## src/rtl/reset_sequencer.sv

```systemverilog
// Staged reset controller: synchronises board reset release and then
// releases downstream reset domains one at a time, with soft/watchdog restart.
//
// Ports:
//   clk             system clock
//   ext_reset       asynchronous active-high board reset (release synchronised)
//   soft_reset_req  single-cycle soft restart request
//   wdt_expire      single-cycle watchdog restart request
//   cause_clr       clears the sticky reset-cause code
//   stage_resetn    active-low reset per domain, bit 0 released first
//   ready           all domains released
//   busy            sequencer not in RUN
//   reset_cause     00 none, 01 external, 10 soft, 11 watchdog
module reset_sequencer #(
    parameter int N_STAGES   = 3,
    parameter int POR_CYCLES = 16,
    parameter int STAGE_GAP  = 4,
    parameter int SOFT_HOLD  = 8
) (
    input  logic                clk,
    input  logic                ext_reset,
    input  logic                soft_reset_req,
    input  logic                wdt_expire,
    input  logic                cause_clr,
    output logic [N_STAGES-1:0] stage_resetn,
    output logic                ready,
    output logic                busy,
    output logic [1:0]          reset_cause
);

    localparam int MAX_A = (POR_CYCLES > STAGE_GAP) ? POR_CYCLES : STAGE_GAP;
    localparam int MAX_C = (MAX_A > SOFT_HOLD) ? MAX_A : SOFT_HOLD;
    localparam int CW    = $clog2(MAX_C + 1);
    localparam int IW    = (N_STAGES > 1) ? $clog2(N_STAGES) : 1;

    localparam logic [CW-1:0] POR_LAST  = CW'(POR_CYCLES - 1);
    localparam logic [CW-1:0] GAP_LAST  = CW'(STAGE_GAP - 1);
    localparam logic [CW-1:0] SOFT_LAST = CW'(SOFT_HOLD - 1);
    localparam logic [IW-1:0] IDX_LAST  = IW'(N_STAGES - 1);

    typedef enum logic [1:0] {
        S_HOLD,
        S_REL,
        S_RUN,
        S_SOFT
    } state_e;

    // Both flops set asynchronously, so assertion of ext_reset reaches the
    // FSM immediately; release takes two edges.
    logic sync1_q;
    logic sync2_q;
    logic rst_int;

    always_ff @(posedge clk or posedge ext_reset) begin
        if (ext_reset) begin
            sync1_q <= 1'b1;
            sync2_q <= 1'b1;
        end else begin
            sync1_q <= 1'b0;
            sync2_q <= sync1_q;
        end
    end

    assign rst_int = sync2_q;

    state_e                state_q, state_d;
    logic [CW-1:0]         cnt_q, cnt_d;
    logic [IW-1:0]         idx_q, idx_d;
    logic [N_STAGES-1:0]   stage_q, stage_d;
    logic                  ready_q, ready_d;
    logic                  busy_q, busy_d;
    logic [1:0]            cause_q, cause_d;
    logic                  req;
    logic                  accept;

    assign req = soft_reset_req | wdt_expire;

    // State register (outputs are registered alongside the state)
    always_ff @(posedge clk or posedge rst_int) begin
        if (rst_int) begin
            state_q <= S_HOLD;
            cnt_q   <= '0;
            idx_q   <= '0;
            stage_q <= '0;
            ready_q <= 1'b0;
            busy_q  <= 1'b1;
            cause_q <= 2'b01;
        end else begin
            state_q <= state_d;
            cnt_q   <= cnt_d;
            idx_q   <= idx_d;
            stage_q <= stage_d;
            ready_q <= ready_d;
            busy_q  <= busy_d;
            cause_q <= cause_d;
        end
    end

    // Next-state logic
    always_comb begin
        state_d = state_q;
        cnt_d   = cnt_q;
        idx_d   = idx_q;
        accept  = 1'b0;
        unique case (state_q)
            S_HOLD: begin
                if (cnt_q == POR_LAST) begin
                    cnt_d   = '0;
                    idx_d   = '0;
                    state_d = (N_STAGES == 1) ? S_RUN : S_REL;
                end else begin
                    cnt_d = cnt_q + CW'(1);
                end
            end
            S_REL: begin
                if (req) begin
                    accept = 1'b1;
                end else if (cnt_q == GAP_LAST) begin
                    cnt_d = '0;
                    idx_d = idx_q + IW'(1);
                    if (idx_d == IDX_LAST) begin
                        state_d = S_RUN;
                    end
                end else begin
                    cnt_d = cnt_q + CW'(1);
                end
            end
            S_RUN: begin
                if (req) begin
                    accept = 1'b1;
                end
            end
            S_SOFT: begin
                if (cnt_q == SOFT_LAST) begin
                    cnt_d   = '0;
                    idx_d   = '0;
                    state_d = (N_STAGES == 1) ? S_RUN : S_REL;
                end else begin
                    cnt_d = cnt_q + CW'(1);
                end
            end
            default: begin
                state_d = S_HOLD;
                cnt_d   = '0;
                idx_d   = '0;
            end
        endcase
        if (accept) begin
            state_d = S_SOFT;
            cnt_d   = '0;
            idx_d   = '0;
        end
    end

    // Output logic, evaluated on the next state so outputs change on the
    // same edge as the transition.
    always_comb begin
        stage_d = '0;
        for (int i = 0; i < N_STAGES; i++) begin
            stage_d[i] = (state_d == S_RUN) ||
                         ((state_d == S_REL) && (i <= int'(idx_d)));
        end
        ready_d = (state_d == S_RUN);
        busy_d  = (state_d != S_RUN);
        cause_d = cause_q;
        if (accept) begin
            cause_d = wdt_expire ? 2'b11 : 2'b10;
        end else if (cause_clr) begin
            cause_d = 2'b00;
        end
    end

    assign stage_resetn = stage_q;
    assign ready        = ready_q;
    assign busy         = busy_q;
    assign reset_cause  = cause_q;

endmodule
```

## config.mk

```make
export PLATFORM = sky130hd
export DESIGN_NAME = reset_sequencer
export DESIGN_NICKNAME = d
export VERILOG_FILES = /design/src/rtl/reset_sequencer.sv
export SDC_FILE = /design/constraint.sdc
export NUM_CORES = 1
export LEC_CHECK = 0
export CAP_MARGIN = 30
export CORE_MARGIN = 4
export CORE_UTILIZATION = 49
export CTS_CLUSTER_SIZE = 14
export DETAILED_ROUTE_END_ITERATION = 7
export PLACE_DENSITY = 0.81
export SYNTH_ARGS = -nofsm -noshare
export SYNTH_HDL_FRONTEND = slang
export SYNTH_SLANG_ARGS = --single-unit
```

## constraint.sdc

```tcl
create_clock -name clk -period 0.8 [get_ports clk]
set_clock_uncertainty 0.1 [all_clocks]
set_input_delay 0.08 -clock clk [delete_from_list [all_inputs] [get_ports clk]]
set_output_delay 0.08 -clock clk [all_outputs]
set_load 0.03 [all_outputs]
```

**Word level (Yosys, flattened, before mapping)**

Cells that the tools add are included.

- Flip-flop bits (word level): 18
- Bits in latches: 0
- RAM bits: 0
- Bits in read-only memories: 0
- Input port bits: 5
- Output and inout port bits: 7
- Word-level logic and storage cells: 59
- Memories kept: 0

- $add $sub $neg: 2
- $mul: 0
- Div/mod/pow operators: 0
- Order comparisons: 2
- Equal/unequal tests: 11
- Shift operators: 0
- Mux-type cells: 24
- Bitwise gates (word level): 1
- Reductions and logical operators: 10

Operators with widths:

| cell | number |
|---|---|
| $mux 2 | 13 |
| $mux 5 | 5 |
| $pmux 5 s3 | 1 |
| $pmux 2 s3 | 2 |
| $eq 2x2->1 const B | 4 |
| $add 5x1->5 const B | 1 |
| $eq 5x2->1 const B | 1 |
| $eq 5x3->1 const B | 1 |
| $eq 5x4->1 const B | 1 |
| $eq 2x1->1 const B | 2 |
| $reduce_bool 4->1 | 1 |
| $logic_or 1x1->1 | 3 |
| $mux 1 | 3 |
| $ne 3x3->1 const B | 1 |
| $add 2x1->2 const B | 1 |
| $le 1x2->1 const A | 1 |
| $le 2x2->1 const A | 1 |
| $logic_and 1x1->1 | 2 |
| $logic_not 2->1 | 1 |
| $ne 2x2->1 const B | 1 |
| $reduce_and 2->1 | 1 |
| $reduce_bool 2->1 | 1 |
| $reduce_or 2->1 | 1 |
| $or 1x1->1 | 1 |

**Longest topological paths before layout**

- Depth in word-level cells: 10
- Depth in mapped cells: 13
- Mapped depth without buffers: 13

**Worst setup path before layout**

No wires, ideal clock.

- Kind: flip-flop to flip-flop
- From: register cnt_q[0]
- To: register stage_q[1] (netlist: stage_resetn[1])
- Library setup time: 0.126 ns
- Arrival time: 2.410 ns
- Data required time: 0.574 ns
- Slack: -1.836 ns
- Stages on the path, launching flop included: 11
- Buffers on the path: 0
- Clock period less this slack: 2.636 ns
- Path through: dfrtp_1 > ha_1 > or4b_4 > nor3_2 > nand2_1 > a211oi_2 > o221ai_1 > ha_1 > nand2_1 > nor2_1 > a221o_1

- Longest elaborated chain between the ends: 8
- Elaborated cells on any way between the ends: 20

RTL lines:

| element | RTL line | source |
|---|---|---|
| from (decl) | 67 | `logic [CW-1:0] cnt_q, cnt_d;` |
| from (signal assigned) | 90 | `cnt_q <= cnt_d;` |
| $eq 5x2->1 | 118 | `end else if (cnt_q == GAP_LAST) begin` |
| $mux 2 | 118 |  |
| $mux 2 | 116 | `if (req) begin` |
| $pmux 2 s3 * | 105 | `unique case (state_q)` |
| $mux 2 * | 148 | `if (accept) begin` |
| net state_d[0] | 66 | `state_e state_q, state_d;` |
| $eq 2x1->1 | 161 | `((state_d == S_REL) && (i <= int'(idx_d)));` |
| $logic_and 1x1->1 | 161 |  |
| $logic_or 1x1->1 * | 160 | `stage_d[i] = (state_d == S_RUN) \|\|` |
| net stage_d[1] | 69 | `logic [N_STAGES-1:0] stage_q, stage_d;` |
| to (signal assigned) | 92 | `stage_q <= stage_d;` |
| to (decl) | 69 |  |

The timed path passes the listed nets; every way through them passes the cells marked *.
A chain may end at the register's enable or synchronous reset.

**Final worst setup path**

Ends and elaborated chain as after synthesis.

==> results <==
- The run finished, with violations left.
- The final reports fail on negative setup slack.
- After technology mapping, the gate count stands at roughly 120.
- STA classifies the critical path endpoint as a register.
- The synthesized net count is around 130.
- In this run the worst hold path is classified as input port to asynchronous set/reset pin.
- The number of input and output port buffers inserted is 11.
- The routed via count divided by cell count is between 6 and 7.
- The number of ports placed on the die boundary is 12.
- In this run the core area contains 16 standard-cell rows.
- The area added between synthesis and finish is 73.8%.
- The number of global-route vias before repair is roughly 1200.
- The core area is a little over 0.002 mm².
- Summed over all failing endpoints, the final setup total negative slack is -22500 ps.
- Dividing the detail-routed wire length by the instance count gives roughly 21 µm.
- The detailed-route DRC error count is 0.
- Dividing total power by cell area gives a power density of about 4300 mW/mm².
- Leaving out fill and tap cells, the most frequent cells in the layout are 41 x sky130_fd_sc_hd__buf_4, 17 x sky130_fd_sc_hd__buf_6, 12 x sky130_fd_sc_hd__dfrtp_1.
- Of the synthesized area, sequential elements account for 0.421.
- The most common cell after layout, fill and taps aside is sky130_fd_sc_hd__buf_4.
- The total standard cell area after synthesis is about 0.0011 mm².
- After detailed placement, the total cell area comes to approximately 0.0015 mm².
- The initial core utilization is 0.535.
- The static leakage is 0.884 nW.
- Dividing the synthesized area by the synthesized cell count gives about 9.4 µm².
- Entering global routing, the biggest net connects 17 pins.
- In this run the number of H-tree levels came out at 1.
- Setup violations remaining at the end of the flow were counted as 23.
- The final-report max-slew violation count was 0.
- For this block, the routed nets add up to around 4400 µm of wire.
- The unique cell type count in the Yosys netlist is 33.
- The clock-pin transition on the worst setup and hold timing paths is 110 ps.
- The post-route clock period utilization is 3.24.
- The worst path setup slack after routing is -1790 ps.
- The cell sitting at the root of the clock tree is a sky130_fd_sc_hd__clkbuf_4.
- IR analysis of the VDD net gives a maximum drop of 3.78 mV.
- The residual antenna-violating net count after detailed routing is 0.
- Summing over every cut layer, the via total after detailed routing is about 1200.
- For this design, the CTS-stage hold fixing added 0 buffers.
- The first detailed-routing pass took 5 iterations.
- The count of fill cells added during filler insertion is between 60 and 70.
- The wire length of the first global-routing pass is around 5500 µm.
- For this run, the post-layout net count is 197.
- Setup repair after global routing could not meet its margin everywhere.
- The startpoint class of the critical path is a register.
- The tool flagged a number of max-cap violations equal to 0.
- The number of antenna diodes in the final layout is 0.
- The floorplan step set the die width to 55.0 µm.
- The warning count from the yosys run is 0.
- The number of antenna violations at the first check in global routing is 0.
- The share of layout cells above drive strength 1 is 0.570.
- The die is 55.0 µm tall.
- Summed over all nets, the half-perimeter wirelength after detailed placement is 2180 µm.
- For the worst setup path, the data required time is 900 ps.
- Along the worst path, the maximum fanout reaches 3.
- The number of hold-slack violations in the final timing report is 0.
- No sink is reached through more buffers than the 2 on the longest clock path.
- At the worst endpoint, the arrival time is ~2700 ps.
- TritonCTS built the clock tree.
- The power consumption is about 8.1 mW.
- In this run, CTS created clock tree buffers numbering 3.
- The final instance area is between 0.0015 and 0.002 mm².
- The clock insertion delay at the later pin of the skew report is around 300 ps.
- The iteration-0 DRC count of the detailed router is between 60 and 70.
- The minimum clock period after layout is between 2000 and 3000 ps.
- The setup path with the least slack is of type register to register.
- The CTS sink count is 18.
- The overflow left after global routing is 0.
- Across every metal layer, demand over resource in global routing totals 0.264.
- The register bit total from synthesis is 18.
- The die outline area is 0.00302 mm².
- The maximum achievable frequency is between 300 and 400 MHz.
- At the end of routability-driven placement, the weighted congestion stood at about 0.84.
-- per-stage QoR --
step	hold slack [ps]	std cells	setup WS (ps)	util
after floorplan	-109	115	-1700	-
after global placement	160	189	-1640	0.765
after detailed placement	170	189	-1730	0.765
after CTS	28.5	197	-1640	0.847
after global routing	51.3	206	-1810	0.929
final	32.4	206	-1790	0.929
-- path summary, 6_finish.rpt --
path | end | start | cells past startpoint | slack, ps
max | stage_resetn[1] | cnt_q[0] | 10 | -1790
min | rst_int | ext_reset | 2 | 30
max reg2reg | stage_resetn[1] | cnt_q[0] | 10 | -1790
min reg2reg | state_q[1] | rst_int | 2 | 170
max in group asynchronous | reset_cause[0] | rst_int | 2 | 220
min in group clk | rst_int | sync1_q | 0 | 260
-- per-layer routing --
metal / up-vias / track usage / routed length [µm]
li1: 527 / - / -
met1: 599 / 0.303 / 1620
met2: 82 / 0.470 / 2140
met3: 30 / 0.0483 / 390
met4: 0 / 0.126 / 272
met5: - / 0 / 0
-- what timing repair did --
action / 4_1_cts / 5_1_grt
pin swaps: 8 / 8
cloned: 0 / 0
endpoints found under the setup margin: 23 / 23
setup buffers: 6 / 10
gates resized for setup: 25 / 24
-- Yosys cell counts (all sizes together) --
cell type	n	share of area
ha	11	0.13
o21ai	10	0.046
a211oi	1	0.012
a31oi	1	0.0058
inv	15	0.052
nor3	3	0.019
or2	1	0.0058
nor3b	1	0.0069
nand2	10	0.035
clkbuf	2	0.0069
o2111ai	1	0.0081
a311oi	1	0.0081
conb	1	0.0035
dfrtp	14	0.32
nand4b	1	0.0081
or3b	2	0.016
nand3	5	0.023
a221o	1	0.0093
a31o	2	0.016
o21a	1	0.0069
o31ai	2	0.019
a32o	1	0.0093
nor2	6	0.021
a21oi	7	0.032
a21o	4	0.028
dfstp	4	0.097
nor2b	4	0.023
or4b	1	0.013
o221a	1	0.010
o221ai	1	0.0081
-- area by class of cell --
class / count / area, µm² / area share
multi-input cells: 80 / 749 / 0.399
repair buffers: 63 / 559 / 0.298
flip-flops and latches: 18 / 458 / 0.244
inverters: 15 / 56.3 / 0.0300
well taps: 27 / 33.8 / 0.0180
clock buffers: 3 / 22.5 / 0.0120
-- worst max-delay path, cell delays in order (launching register included) --
cell and delay [ps]:
sky130_fd_sc_hd__dfrtp_1 410, sky130_fd_sc_hd__ha_4 150, sky130_fd_sc_hd__or4b_4 480, sky130_fd_sc_hd__nor3_4 160
sky130_fd_sc_hd__nand2_1 100, sky130_fd_sc_hd__a211oi_2 300, sky130_fd_sc_hd__o221ai_2 170, sky130_fd_sc_hd__ha_2 220
sky130_fd_sc_hd__nand2_1 60, sky130_fd_sc_hd__nor2_1 40, sky130_fd_sc_hd__a221o_1 300
-- logic make-up (layout without fill, tap and decap cells) --
family                     after synthesis  after routing  share of synthesized area
DFF                                     18             18                      0.421
adders and majority gates               11             11                      0.127
and+or+nand+nor                         34             34                      0.170
other                                    1              1                    0.00347
AOI/OAI and AO/OA                       34             34                      0.219
buffers and inverters                   17             81                     0.0590
-- registers in the layout (all words and copies together), names as in the netlist --
signal and cells:
reset_cause 2, rst_int 1, state_q 2, cnt_q 5, ready 1, stage_resetn 3, idx_q 2, busy 1
sync1_q 1
-- power by group --
group          internal (mW)  switching [mW]
combinational           3.01            3.15
clock                  0.176           0.307
sequential              1.26           0.233
No activity file was read; power rests on OpenSTA's default activity.
